$ cat src/rtl/board_entry.sv
// rtl/board_entry.sv - front-panel switch/button entry into register file or data memory (option: BOARD_ENTRY_AUTO_INC_EN)
module board_entry #(
    parameter int DEB_MAX = 1000000,
    parameter int DEB_W   = 20
) (
    input  logic        clk,
    input  logic        clr,
    input  logic        ToMem,
    input  logic [5:0]  Addr,
    input  logic [15:0] Sw,
    input  logic        BtnLo,
    input  logic        BtnHi,
    input  logic        BtnWr,
    output logic [4:0]  WriteReg,
    output logic [5:0]  WriteMem,
    output logic [31:0] WData,
    output logic        RegWE,
    output logic        MemWE,
    output logic [31:0] Staged,
    output logic        Busy
);

    // Button index: 0 = Lo, 1 = Hi, 2 = Wr
    localparam int NB = 3;

    typedef enum logic [1:0] {
        IDLE,
        WRITE,
        HOLD
    } state_t;

    logic [NB-1:0]    btn_raw;
    logic [NB-1:0]    sync1;
    logic [NB-1:0]    sync2;
    logic [NB-1:0]    level;
    logic [NB-1:0]    press;
    logic [DEB_W-1:0] cnt [NB];
    state_t           state;
    logic [5:0]       tgt;

    assign btn_raw = {BtnWr, BtnHi, BtnLo};

    // Synchronize, debounce and edge-detect all three buttons
    always_ff @(posedge clk or negedge clr) begin
        if (!clr) begin
            sync1 <= '0;
            sync2 <= '0;
            level <= '0;
            press <= '0;
            for (int i = 0; i < NB; i++) begin
                cnt[i] <= '0;
            end
        end else begin
            sync1 <= btn_raw;
            sync2 <= sync1;
            for (int i = 0; i < NB; i++) begin
                press[i] <= 1'b0;
                if (sync2[i] != level[i]) begin
                    // Level only flips after DEB_MAX+1 consecutive differing samples
                    if (cnt[i] == DEB_W'(DEB_MAX)) begin
                        level[i] <= sync2[i];
                        press[i] <= sync2[i];
                        cnt[i]   <= '0;
                    end else begin
                        cnt[i] <= cnt[i] + 1'b1;
                    end
                end else begin
                    cnt[i] <= '0;
                end
            end
        end
    end

    // Assemble the staged word from the two switch halves
    always_ff @(posedge clk or negedge clr) begin
        if (!clr) begin
            Staged <= '0;
        end else begin
            if (press[0]) begin
                Staged[15:0] <= Sw;
            end
            if (press[1]) begin
                Staged[31:16] <= Sw;
            end
        end
    end

`ifdef BOARD_ENTRY_AUTO_INC_EN
    logic [5:0] ptr;
    logic [5:0] addr_q;
    logic       to_mem_q;

    assign tgt = ptr;

    // Address pointer: follows Addr when it moves, otherwise advances after each write
    always_ff @(posedge clk or negedge clr) begin
        if (!clr) begin
            ptr    <= '0;
            addr_q <= '0;
        end else begin
            addr_q <= Addr;
            if (Addr != addr_q) begin
                ptr <= Addr;
            end else if (state == WRITE) begin
                ptr <= to_mem_q ? ptr + 6'd1 : {1'b0, ptr[4:0] + 5'd1};
            end
        end
    end

    // Remember the target space chosen at commit for the pointer wrap
    always_ff @(posedge clk or negedge clr) begin
        if (!clr) begin
            to_mem_q <= 1'b0;
        end else if (state == IDLE && press[2]) begin
            to_mem_q <= ToMem;
        end
    end
`else
    assign tgt = Addr;
`endif

    // Commit sequencer: one strobe per accepted press, then wait for release
    always_ff @(posedge clk or negedge clr) begin
        if (!clr) begin
            state    <= IDLE;
            WData    <= '0;
            WriteReg <= '0;
            WriteMem <= '0;
            RegWE    <= 1'b0;
            MemWE    <= 1'b0;
            Busy     <= 1'b0;
        end else begin
            case (state)
                IDLE: begin
                    if (press[2]) begin
                        state <= WRITE;
                        WData <= Staged;
                        Busy  <= 1'b1;
                        if (ToMem) begin
                            WriteMem <= tgt;
                            WriteReg <= 5'd0;
                            MemWE    <= 1'b1;
                        end else begin
                            WriteReg <= tgt[4:0];
                            WriteMem <= 6'd0;
                            // $zero is read-only; sequence anyway so Busy still pulses
                            RegWE    <= (tgt[4:0] != 5'd0);
                        end
                    end
                end
                WRITE: begin
                    RegWE <= 1'b0;
                    MemWE <= 1'b0;
                    state <= HOLD;
                end
                HOLD: begin
                    if (!level[2]) begin
                        Busy  <= 1'b0;
                        state <= IDLE;
                    end
                end
                default: begin
                    state <= IDLE;
                    RegWE <= 1'b0;
                    MemWE <= 1'b0;
                    Busy  <= 1'b0;
                end
            endcase
        end
    end

endmodule

$ cat config.mk
export PLATFORM = sky130hd
export DESIGN_NAME = board_entry
export DESIGN_NICKNAME = d
export VERILOG_FILES = /design/src/rtl/board_entry.sv
export SDC_FILE = /design/constraint.sdc
export NUM_CORES = 1
export LEC_CHECK = 0
export CORE_MARGIN = 4
export CORE_UTILIZATION = 55
export DETAILED_ROUTE_END_ITERATION = 7
export PLACE_DENSITY = 0.82
export RECOVER_POWER = 25
export REMOVE_ABC_BUFFERS = 1
export SLEW_MARGIN = 20
export SYNTH_ARGS = -nofsm -noshare
export SYNTH_HDL_FRONTEND = slang
export SYNTH_SLANG_ARGS = --single-unit
export TNS_END_PERCENT = 5
$ cat constraint.sdc
create_clock -name clk -period 2.9 [get_ports clk]
set_input_delay 0.29 -clock clk [delete_from_list [all_inputs] [get_ports clk]]
set_output_delay 0.29 -clock clk [all_outputs]
set_load 0.03 [all_outputs]
==> results of run 1 <==
cell type report:
class	instances	area, um2
Clock inverter	8	123
Inverter	18	67.6
Fill cell	840	3190
Sequential cell	152	3800
Timing Repair Buffer	113	1110
Clock buffer	21	470
Tap cell	143	179
Multi-Input combinational cell	434	2580
stage by stage:
step                cells  setup slack, ns  hold WS [ns]  utilization, %  power, mW
floorplan             604            0.265      -0.00559               -       2.23
global placement      859            0.883         0.305            67.2       2.33
detailed placement    859            0.779         0.309            67.2       2.33
CTS                   889            0.779         0.298            72.4       4.54
global route          889            0.336         0.357            72.3       4.65
finish                889            0.716         0.351            72.3       4.50
layer usage:
metal / vias to the layer above / track usage [%] / routed length [um] / part of all wire, %
li1: 2347 / - / - / -
met5: - / 0 / 0 / 0
met3: 36 / 4.73 / 840 / 5.7
met2: 163 / 39.0 / 7320 / 50
met4: 0 / 10.5 / 418 / 2.8
met1: 2490 / 28.6 / 6180 / 42
worst paths after layout:
kind,start,depth (start not counted),slack (ns),end
max in group asynchronous,clr,3,0.76,cnt[27]
min in group asynchronous,clr,2,0.80,WriteMem[1]
min,sync1[1],0,0.35,sync2[1]
max reg2reg,cnt[47],5,0.72,cnt[53]
max,cnt[47],5,0.72,cnt[53]
min reg2reg,sync1[1],0,0.35,sync2[1]
logic make-up (layout without fill, tap and decap cells):
family / after synthesis / after routing
compound gates: 38 / 38
xor+xnor: 42 / 42
fa+ha+maj: 6 / 6
buf+inv: 38 / 160
flops: 152 / 152
mux: 35 / 35
simple gates: 313 / 313
synth_stat cells, drive strengths merged, types with 6 or more instances:
| master | instances | area [um2] |
|---|---|---|
| dfrtp | 152 | 3800 |
| ha | 6 | 75.1 |
| nor4 | 10 | 62.6 |
| inv | 17 | 63.8 |
| nor4b | 8 | 70.1 |
| clkbuf | 16 | 60.1 |
| o31ai | 8 | 65.1 |
| and3 | 8 | 50.1 |
| xor2 | 15 | 131 |
| xnor2 | 27 | 236 |
| nand2 | 137 | 514 |
| mux2 | 35 | 394 |
| nand3 | 34 | 188 |
| nor3 | 6 | 30.0 |
| o21ai | 10 | 53.8 |
| or4 | 9 | 71.3 |
| nand4 | 13 | 81.3 |
| nor2 | 56 | 210 |
| a21oi | 17 | 85.1 |
| or3 | 11 | 70.1 |
repair_timing:
item,4_1_cts,5_1_grt
setup endpoints to repair,0,0
hold endpoints to repair,63,0
hold buffers,1,0
state kept, by name, indices dropped and copies added (netlist names):
signal	count
state	2
WriteReg	5
RegWE	1
WriteMem	6
sync2	3
Busy	1
level	3
sync1	3
Staged	32
press	3
cnt	60
MemWE	1
WData	32
where the power goes:
group,total (mW),switching [mW],internal [mW],leakage (nW)
clock network,2.21,0.802,1.40,0.295
registers,2.15,0.0177,2.14,2.04
logic,0.137,0.0826,0.0544,1.39
total,4.50,0.903,3.60,3.72
cells in the final DEF (no fill, tap or decap), types with 10 or more instances in the layout:
cell             netlist  final
nand3_1               32     32
clkdlybuf4s50_1        0    100
nor2_1                56     56
dfrtp_1              152    152
inv_1                 17     17
nand2_1              137    137
a21oi_1               17     17
xnor2_1               27     27
mux2_2                35     35
xor2_1                15     15
nand4_1               13     13
or3_1                 10     10
nor4_1                10     10
clkbuf_16              0     17
==> run metrics, run 1 <==
status finished with violations; Synth Instances 624; Layout area overhead 27.4%; FP Rows 39; first-pass GRT wire length 24,400 um; final instance area 8330 um2; vias per inst 5.66; layout cell share with drive strength beyond 1 10.9%; Crit-path slowest cell o31ai_2; wire per inst 16.6 um; Post-DRT Antenna Nets 0; TritonRoute pass-1 iters 5; antenna cells 0; Setup crit start kind flip-flop; GR Util All Layers 23.0%; Worst Path Required 3.20 ns; Congestion Overflow GR 0; largest net degree at the start of global routing 67; setup_tns 0 ns; Post-synth EDFFs 0; sequential share of the synthesized area 58.2%; CTS tree built; Setup Crit Path Kind reg -> reg; Synth Cell Area 6540 um2; dpl hpwl 10,200 um; vias in the first global route 5,049; Port Buffers 105; PD cells 540 nW/um2; initial core utilization 56.8%; Die Wd 117 um; worst vdd ir 343 uV; Inserted Clock Buffers 17; fin nets 770; largest stage delay on the critical path 0.68 ns; Worst-path clk slew 0.06 ns; clock latency on the worst-skew pair 0.42 ns; CTS sink cnt 152; io pins 106; number of synthesis warnings 0; failing checks capacitance limit, slew limit; # DRC 0; Die Ht 117 um; Detailed Route Iter0 Violations 447; die area 13,700 um2; adder-cell share of the synthesized area 1.15%; FMAX 458 MHz; post-CTS sizing 0; CTS Root Cell clkbuf_16; most common flop cell mapped by yosys dfrtp_1; Post-Synth XOR/XNOR Area 5.63%; Cell variety after synth 43; post-synthesis register bit count 152; WP buf/inv 1; H-Tree Depth 4; slew margin rel. -4.39%; fin crit share 75.3%; worst-path fanout max 10; placed inst area 7730 um2; # setup viols final 0; proportion of synthesized area in mux cells 6.03%; Avg Inst Size Synth 10.5 um2; initial antenna violation count 0; Least-Margin Pin Slew 1.57 ns; arrival time worst endpoint 2.49 ns; DRT Wirelength 14,800 um; fin. max-slew vios 67; HP Class reg -> reg; RSZ-0062 raised after global routing no; leak pwr 3.72 nW; endpoint class of the critical path flip-flop; crit path cell chain nor4b_1 -> nand4_1 -> o31ai_2 -> buf_4 -> nor2_1; Core Region 11,500 um2; Setup Buffers After CTS 0; clk_skew 0.00736 ns; Post-Synth Simple-Gate Area 23.2%; Final Hold Viols 0; maxcap violations 1; gpl congestion 0.801; critical path's top delay family compound AO/OA/AOI/OAI gates; Synth Area in Compound Gates 3.48%; fin crit period 2.18 ns; Clock Path Buffers 2; largest family of logic cells by synthesized area simple AND/OR/NAND/NOR gates; via count 5,036; async set or reset register ratio after synthesis 100%
(Power assumes the default switching activity.)
==> inputs of run 2 (changes only) <==
Settings changed: CORE_UTILIZATION 55 to 48, PLACE_DENSITY 0.82 to 0.76.
Clock period 2.9 ns to 1.8 ns, I/O delays scaled along.
==> run metrics, run 2 (synthesis gave the netlist of run 1 again) <==
Layout area overhead 35.5%; most common cell after layout, fill and taps aside dfrtp_1; setup ws final -0.117 ns; GR Util All Layers 19.7%; via count 5,113; layout cell share with drive strength beyond 1 18.0%; final hold slack 0.316 ns; CP startpoint cnt[5]; Congestion Overflow GR 0; largest net degree at the start of global routing 54; fin. max-slew vios 0; switching power 1.47 mW; first-pass GRT wire length 25,400 um; CTS tree built; Setup crit start kind flip-flop; pre-CTS WS -0.241 ns; FP Rows 42; Worst Path Required 2.10 ns; wire per inst 15.3 um; TritonRoute pass-1 iters 4; Detailed Route Iter0 Violations 362; Inserted Clock Buffers 17; initial antenna violation count 0; CTS sink cnt 152; clk_skew 0.0119 ns; arrival time worst endpoint 2.22 ns; CTS Root Cell clkbuf_16; Die Wd 125 um; Comb pwr share 3.7%; Reg power frac 46.8%; initial core utilization 49.2%; placed inst area 8140 um2; failing checks setup timing; antenna cells 0; Setup Crit Path Kind reg -> reg; HP Class in -> reg; maxcap violations 0; Worst-path clk slew 0.06 ns; # DRC 0; number of flip-flops under the largest register name 60; DRT Wirelength 14,900 um; worst vdd ir 859 uV; Clock Path Buffers 2; Core Region 13,300 um2; Crit-path slowest cell or4_4; H-Tree Depth 4; Largest regs cnt: 60 flops, Staged: 32 flops, WData: 32 flops; fin crit share 106%; io pins 106; slew margin rel. 7.50%; critical path's top delay family simple AND/OR/NAND/NOR gates; Post-DRT Antenna Nets 0; # setup viols final 21; endpoint class of the critical path flip-flop; gpl congestion 0.819; fin nets 817; switch share 19.9%; crit path cell chain or4_4 -> or3_4 -> nor2_1 -> mux2_2; WP buf/inv 0; Die Ht 125 um; hold_sp BtnHi; Port Buffers 105; RSZ-0062 raised after global routing yes; leak pwr 3.97 nW; die area 15,500 um2; clock latency on the worst-skew pair 0.42 ns; fillers 994; Int Power 5.94 mW; total power 7.42 mW; worst-path fanout max 3; final instance area 8860 um2; vias per inst 5.27; Final Hold Viols 0; Top reg by flops cnt; PD cells 837 nW/um2; largest stage delay on the critical path 0.53 ns; fin crit period 1.92 ns; commonest non-fill, non-tap cells in the layout dfrtp_1, nand2_1, clkdlybuf4s50_1; Clk network pwr share 49.5%; Least-Margin Pin Slew 1.39 ns; FMAX 522 MHz; dpl hpwl 10,400 um; RR Startpoint cnt[5]; status finished with violations; vias in the first global route 5,241
[run 2: changes by cell type in the layout (fill, tap and decap cells not counted), sizes merged]
cell,delta
buf,+48
clkinv,-1
bufinv,+1
clkdlybuf4s50,+1
clkinvlp,+1
dlygate4sd3,-1
[run 2: per-layer routing]
| layer | global-route usage, % | routed length, um |
|---|---|---|
| met1 | 24.9 | 6500 |
| met2 | 32.6 | 7570 |
| met3 | 5.32 | 603 |
| met4 | 6.90 | 204 |
| met5 | 0 | 0 |
[run 2: cell type report]
| cell class | instances | area [um2] | share of cell area, % |
|---|---|---|---|
| flip-flops and latches | 152 | 3810 | 43.0 |
| multi-input cells | 434 | 2640 | 29.8 |
| repair buffers | 160 | 1510 | 17.0 |
| clock buffers | 22 | 464 | 5.24 |
| well taps | 176 | 220 | 2.49 |
| clock inverters | 9 | 148 | 1.67 |
| inverters | 18 | 67.6 | 0.763 |
[run 2: per-stage QoR]
step                instances  setup TNS (ns)  utilization, %
floorplan                 604          -47.04               -
global placement          935           -3.40            61.2
detailed placement        935           -4.77            61.2
CTS                       971           -2.08            66.4
global route              971           -5.79            66.6
finish                    971           -2.04            66.6
[run 2: repair_timing]
item	4_1_cts	5_1_grt
pin swaps	12	4
hold buffers	1	0
endpoints found under the hold margin	48	0
resized for setup	13	12
endpoints found under the setup margin	24	34
setup buffers	1	0
cloned	3	0
[run 2: final timing paths]
check,to,slack [ns],cells past startpoint
setup / recovery,level[2],-0.12,4
hold / removal,sync1[1],0.32,1
setup reg to reg,level[2],-0.12,4
hold reg to reg,sync2[2],0.35,0
max in group asynchronous,cnt[27],0.21,3
min in group asynchronous,cnt[52],0.62,2
[run 2: power by group through the flow]
stage | Sequential (mW) | Clock, mW | Combinational [mW]
3_3_place_gp | 3.52 | 0 | 0.262
2_1_floorplan | 3.53 | 0 | 0.0575
6_report | 3.47 | 3.67 | 0.276
5_1_grt | 3.47 | 3.89 | 0.311
3_5_place_dp | 3.53 | 0 | 0.268
4_1_cts | 3.46 | 3.73 | 0.284
==> inputs of run 3 (changes only) <==
Settings changed: PLACE_DENSITY 0.76 to 0.85.
==> run metrics, run 3 (synthesis gave the netlist of run 1 again) <==
Post-DRT Antenna Nets 0; via count 5,247; slew margin rel. 21.1%; reg2reg path depth 5; status finished with violations; endpoint class of the critical path flip-flop; Setup crit start kind flip-flop; Worst Path Required 2.10 ns; leak pwr 3.92 nW; Reg power frac 47.7%; TritonRoute pass-1 iters 5; maxcap violations 0; Top reg by flops cnt; GR Util All Layers 20.7%; HP Class in -> reg; WP buf/inv 1; die area 15,500 um2; Final Hold Viols 0; fin crit share 106%; PD cells 829 nW/um2; largest net degree at the start of global routing 49; Worst-path clk slew 0.06 ns; CTS sink cnt 152; Congestion Overflow GR 0; most common cell after layout, fill and taps aside dfrtp_1; multi-input logic area 2670 um2; Clk network pwr share 48.7%; crit path cell chain or4_1 -> or3_4 -> o21ai_4 -> buf_6 -> a21oi_1; Core Region 13,300 um2; switch share 20.6%; RSZ-0062 raised after global routing yes; Least-Margin Pin Slew 1.18 ns; fin crit period 1.91 ns; first-pass GRT wire length 26,200 um; clk_skew 0.0120 ns; failing checks setup timing; CTS tree built; vias in the first global route 5,355; switching power 1.50 mW; antenna cells 0; Crit-path slowest cell or4_1; Die Wd 125 um; initial core utilization 49.2%; setup ws final -0.107 ns; fin. max-slew vios 0; CTS Root Cell clkbuf_16; FP Rows 42; layout cell share with drive strength beyond 1 17.6%; FMAX 524 MHz; Stages on worst setup path 5; Clock Path Buffers 2; setup_tns -1.96 ns; clock latency on the worst-skew pair 0.43 ns; critical path's top delay family simple AND/OR/NAND/NOR gates; worst-path fanout max 10; arrival time worst endpoint 2.21 ns; Comb pwr share 3.6%; wire per inst 16.6 um; vias per inst 5.46; worst vdd ir 789 uV; Die Ht 125 um; Setup Buffers After CTS 0; # setup viols final 23; # DRC 0; Inserted Clock Buffers 17; Final Util 66.1%; commonest non-fill, non-tap cells in the layout dfrtp_1, nand2_1, clkdlybuf4s50_1; io pins 106; fin nets 808; Port Buffers 105; DRT Wirelength 15,900 um; H-Tree Depth 4; Detailed Route Iter0 Violations 422; Layout area overhead 34.4%; Int Power 5.78 mW; dpl hpwl 10,700 um; FF-to-FF setup slack -0.11 ns; Min-Delay Path Depth 1; initial antenna violation count 0; largest stage delay on the critical path 0.53 ns; fillers 945; FF+latch area 3810 um2; gpl congestion 0.858; number of flip-flops under the largest register name 60; Largest regs cnt: 60 flops, Staged: 32 flops, WData: 32 flops; Setup Crit Path Kind reg -> reg
==> run 3: cell count changes in the layout (fill, tap and decap cells not counted), sizes merged <==
cell / change
clkbuf: -1
bufinv: -1
clkinvlp: +1
buf: -9
==> run 3: path summary, 6_finish.rpt <==
path	start	to
max in group asynchronous	clr	Staged[30]
min	BtnWr	sync1[2]
max	cnt[15]	cnt[14]
min reg2reg	sync1[0]	sync2[0]
min in group asynchronous	clr	cnt[28]
max reg2reg	cnt[15]	cnt[14]
==> run 3: timing repair <==
item / in CTS / in global routing
cloned: 1 / 0
pin swaps: 9 / 3
gates resized for setup: 14 / 13
hold buffers: 1 / 0
endpoints found under the hold margin: 45 / 0
endpoints found under the setup margin: 30 / 48
==> run 3: metal layers <==
layer,routed length [um],vias to the layer above,global-route usage (%)
li1,-,2421,-
met1,6440,2604,23.7
met2,8380,195,36.7
met3,792,27,5.92
met4,325,0,7.87
met5,0,-,0
==> run 3: power by group through the flow <==
stage	Combinational, mW	Clock, mW	Sequential, mW
after floorplan	0.0575	0	3.53
after global placement	0.250	0	3.52
after global routing	0.294	3.74	3.47
after CTS	0.272	3.59	3.47
final	0.264	3.55	3.47
after detailed placement	0.260	0	3.53
==> run 3: final cells by class <==
type	instances	area share (%)
repair buffers	151	16.3
well taps	176	2.51
inverters	18	0.769
flip-flops and latches	152	43.4
clock inverters	9	1.42
clock buffers	21	5.24
multi-input cells	434	30.4
==> run 3: metrics by stage <==
step	hold WS, ns	std cells	setup WS, ns	cell area [um2]	power (mW)
5_1_grt	0.295	961	-0.175	8780	7.51
2_1_floorplan	-0.116	604	-0.835	6450	3.59
4_1_cts	0.182	961	-0.0912	8750	7.33
3_5_place_dp	0.147	929	-0.233	8090	3.79
3_3_place_gp	0.139	929	-0.164	8090	3.77
6_report	0.305	961	-0.107	8780	7.28
==> run 3: worst reg2reg max path: stages (launching register included) <==
cell,delay [ns]
dfrtp_1,0.37
or4_1,0.53
or3_4,0.44
o21ai_4,0.19
buf_6,0.18
a21oi_1,0.05
